===== src/rtl/ps2_keyboard.sv =====
`timescale 1ns/1ps
// ps2_keyboard
// PS/2 keyboard front end. Synchronises the raw PS/2 clock and data lines,
// deserialises 11-bit device-to-host frames (start, 8 data LSB first, odd
// parity, stop) and folds the E0 (extended) and F0 (break) prefixes into
// single 16-bit key events {brk, 6'b0, ext, scancode}. The events are queued
// in a first-word-fall-through FIFO that the CPU pops.
//
// Ports:
//   clk        system clock
//   reset      asynchronous active-low reset
//   ps2_clk    raw PS/2 clock (asynchronous)
//   ps2_data   raw PS/2 data (asynchronous)
//   ren        pop request; pops the head event when valid is high
//   data       head-of-FIFO event, 16'h0000 when empty
//   valid      FIFO non-empty
//   overflow   sticky: an event was dropped because the FIFO was full
//   frame_err  one-cycle pulse on start, parity, stop or timeout error
module ps2_keyboard #(
    parameter int DEPTH   = 8,
    parameter int TIMEOUT = 50000
) (
    input  logic        clk,
    input  logic        reset,
    input  logic        ps2_clk,
    input  logic        ps2_data,
    input  logic        ren,
    output logic [15:0] data,
    output logic        valid,
    output logic        overflow,
    output logic        frame_err
);

    localparam int AW = $clog2(DEPTH);
    localparam int TW = $clog2(TIMEOUT + 1);

    typedef enum logic [1:0] {
        IDLE   = 2'd0,
        SHIFT  = 2'd1,
        PARITY = 2'd2,
        STOP   = 2'd3
    } state_t;

    // ------------------------------------------------------------------
    // Synchronisers. Reset to 1 so that release does not look like a fall.
    // ------------------------------------------------------------------
    logic clk_meta, clk_s, clk_prev;
    logic data_meta, data_s;
    logic fall;

    // NOTE: every clocked register uses non-blocking assignments so all flops
    // sample their inputs from the same edge, whatever the statement order.
    always_ff @(posedge clk or negedge reset) begin
        if (!reset) begin
            clk_meta  <= 1'b1;
            clk_s     <= 1'b1;
            clk_prev  <= 1'b1;
            data_meta <= 1'b1;
            data_s    <= 1'b1;
        end else begin
            clk_meta  <= ps2_clk;
            clk_s     <= clk_meta;
            clk_prev  <= clk_s;
            data_meta <= ps2_data;
            data_s    <= data_meta;
        end
    end

    assign fall = clk_prev & ~clk_s;

    // ------------------------------------------------------------------
    // Frame receiver FSM
    // ------------------------------------------------------------------
    state_t        state, state_next;
    logic [7:0]    shreg;
    logic [2:0]    bitcnt;
    logic          par_bit;
    logic [TW-1:0] timer;
    logic          timeout_hit;
    logic          start_err, stop_good, stop_bad;

    assign timeout_hit = (state != IDLE) && !fall && (timer == TW'(TIMEOUT));

    always_ff @(posedge clk or negedge reset) begin
        if (!reset) state <= IDLE;
        else        state <= state_next;
    end

    // NOTE: every output of this block is given a default first, so no path
    // leaves a value unassigned and no latch is inferred.
    always_comb begin
        state_next = state;
        start_err  = 1'b0;
        stop_good  = 1'b0;
        stop_bad   = 1'b0;
        if (timeout_hit) begin
            state_next = IDLE;
        end else if (fall) begin
            unique case (state)
                IDLE: begin
                    if (!data_s) state_next = SHIFT;
                    else         start_err  = 1'b1;
                end
                SHIFT: begin
                    if (bitcnt == 3'd7) state_next = PARITY;
                end
                PARITY: state_next = STOP;
                STOP: begin
                    state_next = IDLE;
                    // Odd parity: data bits plus parity bit hold an odd number of ones.
                    if (data_s && (^{shreg, par_bit})) stop_good = 1'b1;
                    else                               stop_bad  = 1'b1;
                end
                default: state_next = IDLE;
            endcase
        end
    end

    // ------------------------------------------------------------------
    // Receiver datapath and prefix decode
    // ------------------------------------------------------------------
    logic        ext, brk;
    logic        push_valid;
    logic [15:0] push_data;

    always_ff @(posedge clk or negedge reset) begin
        if (!reset) begin
            shreg      <= '0;
            bitcnt     <= '0;
            par_bit    <= 1'b0;
            timer      <= '0;
            ext        <= 1'b0;
            brk        <= 1'b0;
            frame_err  <= 1'b0;
            push_valid <= 1'b0;
            push_data  <= '0;
        end else begin
            push_valid <= 1'b0;
            frame_err  <= start_err | stop_bad | timeout_hit;

            if (state == IDLE || fall) timer <= '0;
            else                       timer <= timer + TW'(1);

            if (fall && state == IDLE)  bitcnt <= '0;
            if (fall && state == SHIFT) begin
                shreg  <= {data_s, shreg[7:1]};
                bitcnt <= bitcnt + 3'd1;
            end
            if (fall && state == PARITY) par_bit <= data_s;

            if (stop_good) begin
                if (shreg == 8'hE0) begin
                    ext <= 1'b1;
                end else if (shreg == 8'hF0) begin
                    brk <= 1'b1;
                end else begin
                    // The event is staged here and written into the FIFO one
                    // edge later.
                    push_valid <= 1'b1;
                    push_data  <= {brk, 6'b0, ext, shreg};
                    ext        <= 1'b0;
                    brk        <= 1'b0;
                end
            end
            if (stop_bad || timeout_hit) begin
                ext <= 1'b0;
                brk <= 1'b0;
            end
        end
    end

    // ------------------------------------------------------------------
    // Event FIFO (first-word-fall-through)
    // ------------------------------------------------------------------
    logic [15:0]   mem [DEPTH];
    logic [AW-1:0] wptr, rptr;
    logic [AW:0]   count;
    logic          full, pop, wr_en;

    assign valid = (count != '0);
    assign full  = (count == (AW+1)'(DEPTH));
    assign pop   = ren && valid;
    // When full, a simultaneous pop frees the slot being written.
    assign wr_en = push_valid && (!full || pop);
    assign data  = valid ? mem[rptr] : 16'h0000;

    // NOTE: storage is deliberately left without reset; count and pointers
    // define which entries are meaningful, and data is gated by valid.
    always_ff @(posedge clk) begin
        if (wr_en) mem[wptr] <= push_data;
    end

    always_ff @(posedge clk or negedge reset) begin
        if (!reset) begin
            wptr     <= '0;
            rptr     <= '0;
            count    <= '0;
            overflow <= 1'b0;
        end else begin
            if (wr_en) wptr <= wptr + AW'(1);
            if (pop)   rptr <= rptr + AW'(1);
            unique case ({wr_en, pop})
                2'b10:   count <= count + (AW+1)'(1);
                2'b01:   count <= count - (AW+1)'(1);
                default: count <= count;
            endcase
            if (push_valid && full && !pop) overflow <= 1'b1;
        end
    end

endmodule


===== config.mk =====
export PLATFORM = sky130hd
export DESIGN_NAME = ps2_keyboard
export DESIGN_NICKNAME = d
export VERILOG_FILES = /design/src/rtl/ps2_keyboard.sv
export SDC_FILE = /design/constraint.sdc
export NUM_CORES = 1
export LEC_CHECK = 0
export CORE_AREA = 2 2 104 106
export DETAILED_ROUTE_END_ITERATION = 12
export DIE_AREA = 0 0 106 108
export PLACE_DENSITY = 0.81
export SETUP_SLACK_MARGIN = 0.5
export SYNTH_ARGS = -nofsm -noshare
export SYNTH_HDL_FRONTEND = slang
export SYNTH_SLANG_ARGS = --single-unit

===== constraint.sdc =====
create_clock -name clk -period 3.1 [get_ports clk]
set_input_delay 0.465 -clock clk [delete_from_list [all_inputs] [get_ports clk]]
set_output_delay 0.465 -clock clk [all_outputs]
set_load 0.01 [all_outputs]

## Word level (Yosys, flattened, before mapping)

Memory sizes are Yosys's and may differ from the RTL's.
Cells that the tools add are included.

| cells by class | value |
|---|---|
| add/subtract/negate cells | 6 |
| multipliers | 0 |
| div/mod/pow operators | 0 |
| magnitude comparators | 0 |
| eq/ne operators | 14 |
| shift operators | 0 |
| mux-type cells | 35 |
| bitwise logic cells | 6 |
| reductions and logical operators | 28 |

Operator list:

| operator | count |
|---|---|
| $mux 16 | 2 |
| $mux 1 | 25 |
| $add 16x1->16 const B | 1 |
| $eq 16x16->1 const B | 1 |
| $eq 8x8->1 const B | 2 |
| $logic_and 1x1->1 | 10 |
| $reduce_bool 2->1 | 5 |
| $add 3x1->3 const B | 3 |
| $reduce_xor 9->1 | 1 |
| $mux 2 | 4 |
| $pmux 2 s4 | 1 |
| $pmux 4 s2 | 1 |
| $eq 2x2->1 const B | 3 |
| $mux 3 | 2 |
| $ne 3x3->1 const B | 2 |
| $reduce_and 3->1 | 2 |
| $add 4x1->4 const B | 1 |
| $eq 2x1->1 const B | 2 |
| $eq 4x4->1 const B | 1 |
| $reduce_and 2->1 | 2 |
| $reduce_bool 4->1 | 1 |
| $sub 4x1->4 const B | 1 |
| $eq 3x3->1 const B | 1 |
| $logic_not 1->1 | 3 |
| 7 further kinds | 12 |

| storage, ports and cells | value |
|---|---|
| bits in registers | 60 |
| latch bits | 0 |
| RAM bits | 80 |
| bits in read-only memories | 0 |
| input port bits | 5 |
| output and inout port bits | 19 |
| logic and storage cells | 109 |
| memories | 1 |

Memories:

| name | words | bits a word | rd ports | clocked after memory_dff | wr ports | line | text |
|---|---|---|---|---|---|---|---|
| mem | 8 | 10 | 1 | 0 | 1 | 175 | `logic [15:0] mem [DEPTH];` |

## Depth between registers and ports, before layout

Gate-level depths: netlist of the first run.

| depth | value |
|---|---|
| depth in word-level cells | 9 |
| depth in mapped cells | 8 |
| depth with buffers taken out | 7 |

## Worst setup path after synthesis of the first run

OpenSTA, ideal clock, no wires.

| timing path | value |
|---|---|
| kind | register to register |
| start point | register count[0] |
| end point | register count[2] |
| library setup time | 0.079 ns |
| arrival | 2.119 ns |
| required time | 3.021 ns |
| path slack | 0.901 ns |
| stages on the path, launching flop included | 8 |
| path buffers | 1 |
| clock period less this slack | 2.199 ns |
| cell sequence | dfrtp_1 > clkbuf_1 > o41ai_1 > or2_2 > xnor2_1 > ha_1 > o32ai_1 > xor2_1 |

| on the way | value |
|---|---|
| cells in the longest elaborated chain, start to end | 6 |
| elaborated cells between the ends (all ways) | 12 |
| classes of those cells | add/sub: 2; eq/ne: 3; mux: 1; reduce/logical: 6 |

RTL lines:

| item | line | text |
|---|---|---|
| start: declaration | 177 | `logic [AW:0] count;` |
| start signal: assignment | 203 | `2'b10: count <= count + (AW+1)'(1);` |
| start signal: assignment | 204 | `2'b01: count <= count - (AW+1)'(1);` |
| start signal: assignment | 205 | `default: count <= count;` |
| $eq 4x4->1 / $reduce_bool 4->1 (equally long branches) | 181, 180 |  |
| $logic_not 1->1 / $logic_and 1x1->1 (equally long branches) | 184, 182 |  |
| $logic_or 1x1->1 | 184 | `assign wr_en = push_valid && (!full \|\| pop);` |
| $logic_and 1x1->1 | 184 |  |
| $eq 2x1->1 / $eq 2x2->1 (equally long branches) | 202 | `unique case ({wr_en, pop})` |
| $pmux 4 s2 / $reduce_bool 2->1 (equally long branches) | -- |  |

Parallel ways exist; a longest one is shown, timed or not.
A chain may end at the register's enable or synchronous reset.

## Worst setup path in the final report of the first run

| timing path | value |
|---|---|
| start point | register rptr[0] |
| end point | output port data[8] |

| on the way | value |
|---|---|
| cells in the longest elaborated chain, start to end | 2 |

RTL lines:

| item | line | text |
|---|---|---|
| start: declaration | 176 | `logic [AW-1:0] wptr, rptr;` |
| start signal: assignment | 201 | `if (pop) rptr <= rptr + AW'(1);` |
| $mem_v2 8x10 | -- |  |
| $mux 16 | 185 | `assign data = valid ? mem[rptr] : 16'h0000;` |
| end: declaration | 28 | `output logic [15:0] data,` |

Every way passes these cells.

==> summary.md, run 1 <==
| Metric | Value |
|---|---|
| Final-report setup violation count | 0 |
| Global-route wire length before repair | 18220 um |
| Final Slew Violations | 0 |
| Crit path required time | 2.63 ns |
| Commonest non-fill, non-tap cell in the layout | edfxtp_1 |
| Post-synth top area cell | edfxtp_1 |
| CP endpoint kind | output port |
| Most frequent cells in the layout | 80 x edfxtp_1, 53 x dfrtp_1, 35 x nor2_1 |
| Max Buffers Root-to-Sink | 2 |
| Root Driver | clkbuf_8 |
| Post-synth EDFFs | 80 |
| Synthesized area per cell | 15.32 um2 |
| CP max FO | 8 |
| TritonCTS buffer count | 17 |
| I/O Pins | 24 |
| Worst Skew | 0.007556 ns |
| Port Buffers | 17 |
| Synth-to-layout area growth | 16.75% |
| Actual slew at the worst max-slew pin | 0.9992 ns |
| Placer Congestion | 0.8144 |
| Worst reg-to-reg path cell count | 6 |
| Tmin final | 2.598 ns |
| Iter 0 DRT Violations | 174 |
| Pleak | 2.790 nW |
| Drt via density | 5.761 |
| Max-slew headroom | 33.14% |
| WP data arrival | 2.13 ns |
| Clock latency on the worst-skew pair | 0.52 ns |
| Peak VDD IR | 0.5252 mV |
| Share of layout cells above drive strength 1 | 26.95% |
| Die width | 106 um |
| Cell area after synthesis | 6005 um2 |
| Ys Warns | 0 |
| Ratio of total power to cell area | 915.0 nW/um2 |
| Top FF cell, synth | edfxtp_1 |
| FMAX | 384.8 MHz |
| Post-route ant nets | 0 |
| Synth top area share | 40.01% |
| Clk sinks | 140 |
| Startpoint class of the critical path | flip-flop |
| Detail Placement HPWL | 6720 um |
| Placed inst area | 6376 um2 |
| H-tree Lvls | 4 |
| Vias in the first global route | 3521 |
| Area contributors post-synth | edfxtp_1 40%, dfrtp_1 23%, mux4_2 7.5%, mux2_2 2.6%, ha_1 2.5% |
| Largest net degree at the start of global routing | 58 |
| GRT Resource Usage Total | 21.26% |
| Synth Instances | 392 |
| CP Class | flip-flop to output port |
| Routed Wire Length | 10920 um |
| Min Hold Slack | 0.2708 ns |
| Worst reg-to-reg setup slack | 0.53 ns |
| Clock Pin Slew Worst Setup and Hold Paths | 0.07 ns |
| Max-cap violation count | 0 |
| Core Rows | 37 |
| Die height | 108 um |
| Post-synth ARST share | 42.86% |
| Diode count | 0 |
| Finished Core Util | 68.52% |
| Final Cell Area | 7010 um2 |
| Period Utilization, post-route | 83.82% |
| RSZ-0062 raised after global routing | true |
| Final TNS setup | 0 ns |
| Status | complete, no violations |
| Vias | 3370 |
| Initial antenna violation count | 0 |
| Sequential cell area fraction in the yosys report | 65.12% |
| Core ar. | 10230 um2 |
| Final Hold Viols | 0 |
| Nets@finish | 453 |
| Detailed-route DRC error count | 0 |
| Flop and latch count out of synthesis | 140 |
| Full die area | 11450 um2 |
| Yosys cell types | 53 |
| TritonCTS clock tree | done |
| Initial Util | 58.69% |
| Overflow after GRT | 0 |
| DR pass1 iterations | 4 |
| Worst Hold Class | input port to asynchronous set/reset pin |
| Wire per inst | 18.67 um |
-- stage by stage --
stage | std cells | total power, mW | worst slack, ns
2_1_floorplan | 397 | 3.896 | 0.9013
3_3_place_gp | 542 | 4.437 | 0.4794
3_5_place_dp | 542 | 4.520 | 0.4031
4_1_cts | 578 | 6.415 | 0.3963
5_1_grt | 585 | 6.767 | 0.4155
6_report | 585 | 6.415 | 0.5015
-- area by class of cell --
type | instances | area [um2]
timing repair buffer | 41 | 354.1
multi-input combinational | 224 | 1973
clock buffer | 17 | 414.1
fill | 684 | 3221
inverter | 12 | 47.55
clock inverter | 15 | 138.9
tap | 136 | 170.2
sequential | 140 | 3913
-- logic make-up (layout without fill, tap and decap cells) --
family                     count (synthesis)  after routing  synth area share, %
AOI/OAI and AO/OA                         27             27                3.563
muxes                                     47             47                12.59
other                                      1              6              0.06245
xor gates and xnor gates                  27             27                4.667
DFF                                      140            140                65.12
buffers and inverters                     33             85                2.542
adders and majority gates                 12             12                2.500
and+or+nand+nor                          105            105                8.960
-- cell usage after synthesis (all sizes together), types with 9 or more instances --
cell type	count
ha	12
dfrtp	55
inv	12
mux2	15
mux4	20
xnor2	12
xor2	12
buf	9
clkbuf	12
nand2	18
nand4	9
mux2i	12
edfxtp	80
nor2	35
-- final timing paths --
path                                from        end
worst max-delay path             rptr[0]    data[8]
worst min-delay path               reset    rptr[2]
worst max register to register  count[1]   count[2]
worst min register to register  clk_meta      clk_s
max in group asynchronous          reset   shreg[2]
min in group clk                ps2_data  data_meta
-- power by group --
group | total [mW] | internal, mW | switching (mW)
clock | 1.86 | 1.02 | 0.840
combinational | 1.92 | 1.04 | 0.872
sequential | 2.63 | 2.27 | 0.364
-- repair_timing --
action / in CTS / in global routing
hold buffers: 1 / 0
setup buffers: 2 / 7
hold endpoints to repair: 3 / 0
endpoints found under the setup margin: 10 / 11
cloned: 1 / 0
gates resized for setup: 21 / 19
-- flip-flops by register name, summed over array words and instances, names as in the netlist, 2 cells and up --
register,cells
bitcnt,3
timer,16
wptr,3
mem,80
count,4
state,2
shreg,8
rptr,3
push_data,10
-- metal layers --
metal | vias up | routed length (um) | GRT usage, % | share of wire, %
met2 | 81 | 5780 | 36.64 | 53
met4 | 0 | 113 | 6.673 | 1.0
met5 | - | 0 | 0 | 0
li1 | 1558 | - | - | -
met3 | 11 | 541 | 5.003 | 5.0
met1 | 1720 | 4487 | 27.13 | 41
-- critical path, cell delays in order (launching register included) --
cell and delay (ns):
dfrtp_2 0.42, buf_4 0.15, buf_12 0.14, buf_4 0.13
mux4_2 0.41, mux2i_1 0.14, nor2_1 0.07, buf_2 0.14
(Power assumes the default switching activity.)
==> inputs of run 2 (changes only) <==
- clock period: 3.1 -> 2.71 ns (I/O delays scaled with it)
==> run 2 against run 1 <==
Net effect: wire length grew 3.5%; sequential power grew 14%; via count grew 1.0%; sequential share of layout area shrank 0.90 points; worst hold slack lost 0.25 ns; critical path type unchanged; largest cell class unchanged; highest routed layer unchanged.
==> summary.md, run 2 (synthesized netlist as in run 1, its figures left out) <==
| Metric | Value |
|---|---|
| Clock Pin Slew Worst Setup and Hold Paths | 0.06 ns |
| CP max FO | 5 |
| Core ar. | 10230 um2 |
| Diode count | 0 |
| R2R Path Start | shreg[1] |
| Worst Hold Class | input port to asynchronous set/reset pin |
| Vias | 3405 |
| Status | complete, no violations |
| Layer carrying the most global-route usage | met2 |
| Detail Placement HPWL | 6593 um |
| # hold bufs at CTS | 0 |
| Largest net degree at the start of global routing | 61 |
| Global-route wire length before repair | 18600 um |
| Final Slew Violations | 0 |
| CP endpoint kind | output port |
| Met3 Track Usage GR | 6.269% |
| Detailed-route DRC error count | 0 |
| Wire per inst | 19.23 um |
| Routed Wire Length | 11310 um |
| Placed inst area | 6369 um2 |
| Final Cell Area | 7128 um2 |
| Worst Skew | 0.008993 ns |
| Largest registers | mem x80, timer x16, push_data x10 |
| Max Buffers Root-to-Sink | 2 |
| Initial Util | 58.69% |
| DR pass1 iterations | 5 |
| CP Class | flip-flop to output port |
| GRT Resource Usage Total | 22.02% |
| H-tree Lvls | 4 |
| Final-report setup violation count | 0 |
| Die height | 108 um |
| Max-cap violation count | 0 |
| GR met2 Demand/Resource | 37.79% |
| Die width | 106 um |
| FMAX | 401.4 MHz |
| Final Hold Viols | 0 |
| Worst reg-to-reg path cell count | 5 |
| Nets@finish | 456 |
| TritonCTS clock tree | done |
| Clk sinks | 140 |
| Setup WS pre-CTS | 0.1675 ns |
| Period Utilization, post-route | 91.92% |
| Max reg flops | 80 |
| Grt met1 use | 27.66% |
| Vias in the first global route | 3519 |
| Root Driver | clkbuf_8 |
| FF-to-FF End | push_data[8] |
| I/O Pins | 24 |
| Most frequent cells in the layout | 80 x edfxtp_1, 52 x dfrtp_1, 35 x nor2_1 |
| Biggest register | mem |
| Initial antenna violation count | 0 |
| Crit-path slowest cell | mux4_2 |
| TritonCTS buffer count | 17 |
| Slowest stage delay, CP | 0.48 ns |
| Crit path required time | 2.30 ns |
| Actual slew at the worst max-slew pin | 0.8902 ns |
| Peak VDD IR | 0.6936 mV |
| Full die area | 11450 um2 |
| Port Buffers | 17 |
| Share of layout cells above drive strength 1 | 27.88% |
| Crit-path cells | buf_6 > buf_16 > mux4_2 > mux2i_1 > nor2_1 > buf_2 |
| Startpoint class of the critical path | flip-flop |
| Core Rows | 37 |
| Placer Congestion | 0.8154 |
| Pleak | 2.835 nW |
| RSZ-0062 raised after global routing | true |
| Overflow after GRT | 0 |
| Drt via density | 5.791 |
| Synth-to-layout area growth | 18.71% |
| Final TNS setup | 0 ns |
| Final worst slack | 0.2190 ns |
| Tmin final | 2.491 ns |
| Clock latency on the worst-skew pair | 0.53 ns |
| Max-slew headroom | 40.43% |
| Iter 0 DRT Violations | 255 |
| Worst reg-to-reg setup slack | 0.63 ns |
| Post-route ant nets | 0 |
| Ratio of total power to cell area | 1080 nW/um2 |
| WP data arrival | 2.08 ns |
| Commonest non-fill, non-tap cell in the layout | edfxtp_1 |
[run 2: changes by cell type in the layout (fill, tap and decap cells not counted), sizes merged]
cell | previous run | this run
inv | 23 | 18
clkdlybuf4s50 | 6 | 5
buf | 25 | 37
bufinv | 0 | 3
dlygate4sd3 | 1 | 0
dlygate4sd2 | 0 | 1
clkbuf | 26 | 19
clkinvlp | 2 | 3
[run 2: how the worst max path moves through the flow]
stage / from / slack, ns / cells after the start / to
2_1_floorplan: count[0] / 0.51 / 7 / count[2]
3_3_place_gp: ren / 0.21 / 5 / mem[5][5]
3_5_place_dp: ren / 0.17 / 5 / mem[5][0]
4_1_cts: rptr[0] / 0.17 / 6 / data[7]
5_1_grt: rptr[0] / 0.13 / 6 / data[8]
6_report: rptr[0] / 0.22 / 6 / data[3]
[run 2: repair_timing]
item | 4_1_cts | 5_1_grt
buffers inserted | 13 | 0
pin swaps | 3 | 5
gates resized for setup | 51 | 7
hold endpoints to repair | 0 | 0
cloned | 2 | 0
endpoints found under the setup margin | 13 | 12
[run 2: critical path: cells and delay by family (launching register included)]
kind / cells / cell delay, ns
multiplexers: 2 / 0.68
flip-flops: 1 / 0.42
buffers and inverters: 3 / 0.39
AND/OR/NAND/NOR: 1 / 0.07
[run 2: layer usage]
metal,routed length [um],vias to the layer above,part of all wire [%]
li1,-,1559,-
met3,511,13,4.5
met2,6038,87,53
met1,4633,1746,41
met5,0,-,0
met4,123,0,1.1
[run 2: stage by stage]
stage	total power, mW	std cells	utilization (%)	hold slack, ns
floorplan	4.457	397	-	0.1109
global placement	5.075	541	62.25	0.3460
detailed placement	5.172	541	62.25	0.3475
CTS	7.693	588	69.35	0.04911
global route	8.097	588	69.67	0.08256
finish	7.698	588	69.67	0.02407
[run 2: area by class of cell]
type                       instances  area (um2)
clock buffer                      18       417.9
clock inverter                    14       181.4
fill                             654        3103
inverter                          12       47.55
multi-input combinational        224        2001
sequential                       140        3914
tap                              136       170.2
timing repair buffer              44       396.6
[run 2: power breakdown]
group | total [mW] | internal, mW | leakage (nW) | switching, mW
Sequential | 3.01 | 2.60 | 1.54 | 0.412
Combinational | 2.36 | 1.28 | 1.01 | 1.09
Clock | 2.32 | 1.42 | 0.285 | 0.900
==> inputs of run 3 (changes only) <==
- TNS_END_PERCENT: not set -> 1
==> run 3 against run 2 <==
Net effect: count of clock-buffer cells in the layout stayed put; global-route usage shrank 0.27 points; critical path depth unchanged; worst setup slack worse by 0.031 ns; via count fell by 1.3%; worst hold slack improved by 0.0069 ns; flip-flop and latch count unchanged; sequential share of layout area grew 0.52 points; die area unchanged; combinational power decreased by 4%; critical path type unchanged; largest power group unchanged.
==> summary.md, run 3 (synthesized netlist as in run 1, its figures left out) <==
| Metric | Value |
|---|---|
| Status | complete, no violations |
| GRT Resource Usage Total | 21.75% |
| Met3 WL | 511 um |
| Pleak | 2.810 nW |
| Final-report setup violation count | 0 |
| Diode count | 0 |
| H-tree Lvls | 4 |
| RSZ-0062 raised after global routing | true |
| Commonest non-fill, non-tap cell in the layout | edfxtp_1 |
| Setup WS pre-CTS | 0.1675 ns |
| TritonCTS buffer count | 17 |
| Met2 WL | 5951 um |
| Startpoint class of the critical path | flip-flop |
| Max reg flops | 80 |
| Tmin final | 2.522 ns |
| Share of layout cells above drive strength 1 | 26.73% |
| Max-slew headroom | 39.83% |
| Min Hold Slack | 0.03100 ns |
| Post-route ant nets | 0 |
| Largest registers | mem x80, timer x16, push_data x10 |
| Overflow after GRT | 0 |
| # hold bufs at CTS | 0 |
| Sequential Power Share | 39.7% |
| Largest net degree at the start of global routing | 61 |
| Clock Power Share | 30.5% |
| DRT met1 WL | 4538 um |
| Final non-filler cell total | 585 |
| Switching pwr | 2.349 mW |
| Core Rows | 37 |
| Vias | 3360 |
| CP endpoint kind | output port |
| Max Used Layer | met4 |
| DR pass1 iterations | 5 |
| FMAX | 396.5 MHz |
| WP data arrival | 2.12 ns |
| Synth-to-layout area growth | 17.52% |
| Comb power frac | 29.9% |
| Detailed-route DRC error count | 0 |
| Design Power | 7.588 mW |
| Placer Congestion | 0.8154 |
| Dpl cells | 541 |
| Detail Placement HPWL | 6593 um |
| Switching Fraction | 30.96% |
| Iter 0 DRT Violations | 249 |
| Period Utilization, post-route | 93.06% |
| Worst Hold Class | input port to asynchronous set/reset pin |
| CP max FO | 6 |
| Clock Pin Slew Worst Setup and Hold Paths | 0.06 ns |
| Max-cap violation count | 0 |
| Most frequent cells in the layout | 80 x edfxtp_1, 54 x dfrtp_1, 35 x nor2_1 |
| Drt via density | 5.744 |
| Worst Skew | 0.01245 ns |
| Actual slew at the worst max-slew pin | 0.8992 ns |
| Vias in the first global route | 3499 |
| Die height | 108 um |
| Biggest register | mem |
| Final Slew Violations | 0 |
| Final worst slack | 0.1882 ns |
| Initial Util | 58.69% |
| Max Buffers Root-to-Sink | 2 |
| CP Class | flip-flop to output port |
| Final Hold Viols | 0 |
| Routed Wire Length | 11080 um |
| Global-route wire length before repair | 18400 um |
| Root Driver | clkbuf_8 |
| Ratio of total power to cell area | 1075 nW/um2 |
| Port Buffers | 17 |
| Peak VDD IR | 0.6939 mV |
| Clock latency on the worst-skew pair | 0.52 ns |
| Full die area | 11450 um2 |
| TritonCTS clock tree | done |
| Initial antenna violation count | 0 |
| Nets@finish | 453 |
| Core ar. | 10230 um2 |
| Crit path required time | 2.30 ns |
| P_int | 5.239 mW |
| Final TNS setup | 0 ns |
| Wire per inst | 18.94 um |
| I/O Pins | 24 |
| Clk sinks | 140 |
| Die width | 106 um |
run 3: metrics by stage:
| step | area [um2] | utilization [%] |
|---|---|---|
| after floorplan | 6023 | - |
| after global placement | 6369 | 62.25 |
| after detailed placement | 6369 | 62.25 |
| after CTS | 7049 | 68.90 |
| after global routing | 7057 | 68.97 |
| final | 7057 | 68.97 |
run 3: path summary, 6_finish.rpt:
path,from,end,slack [ns],cells past startpoint
worst max-delay path,rptr[0],data[3],0.19,6
min in group clk,ps2_data,data_meta,0.29,1
worst min register to register,clk_meta,clk_s,0.36,0
max in group asynchronous,reset,rptr[0],2.18,2
worst max register to register,count[1],count[2],0.27,6
worst min-delay path,reset,rptr[1],0.03,2
run 3: power by group through the flow:
stage / sequential, mW / combinational (mW) / clock [mW]
floorplan: 2.84 / 1.62 / 0
global placement: 3.00 / 2.08 / 0
detailed placement: 3.03 / 2.14 / 0
CTS: 3.01 / 2.27 / 2.35
global route: 3.06 / 2.48 / 2.46
finish: 3.01 / 2.27 / 2.31
run 3: metal layers:
metal | vias up | global-route usage, %
met5 | - | 0
met4 | 0 | 6.485
met3 | 7 | 6.209
met2 | 88 | 37.37
met1 | 1714 | 27.24
li1 | 1551 | -
run 3: timing repair:
item	CTS	global route
gates cloned	2	0
endpoints found under the hold margin	0	0
setup buffers	9	1
setup endpoints to repair	13	13
resized for setup	45	0
run 3: final cells by class:
cell class	count	area (um2)
clock inverter	14	181.4
multi-input combinational	224	1973
timing repair buffer	41	355.3
sequential	140	3911
clock buffer	18	417.9
tap	136	170.2
inverter	12	47.55
fill	659	3174
run 3: worst max-delay path, stage by stage, from the launching register on:
cell	delay (ns)
dfrtp_2	0.44
buf_6	0.13
buf_12	0.12
mux4_2	0.51
mux2i_1	0.19
nor2_1	0.07
buf_2	0.14
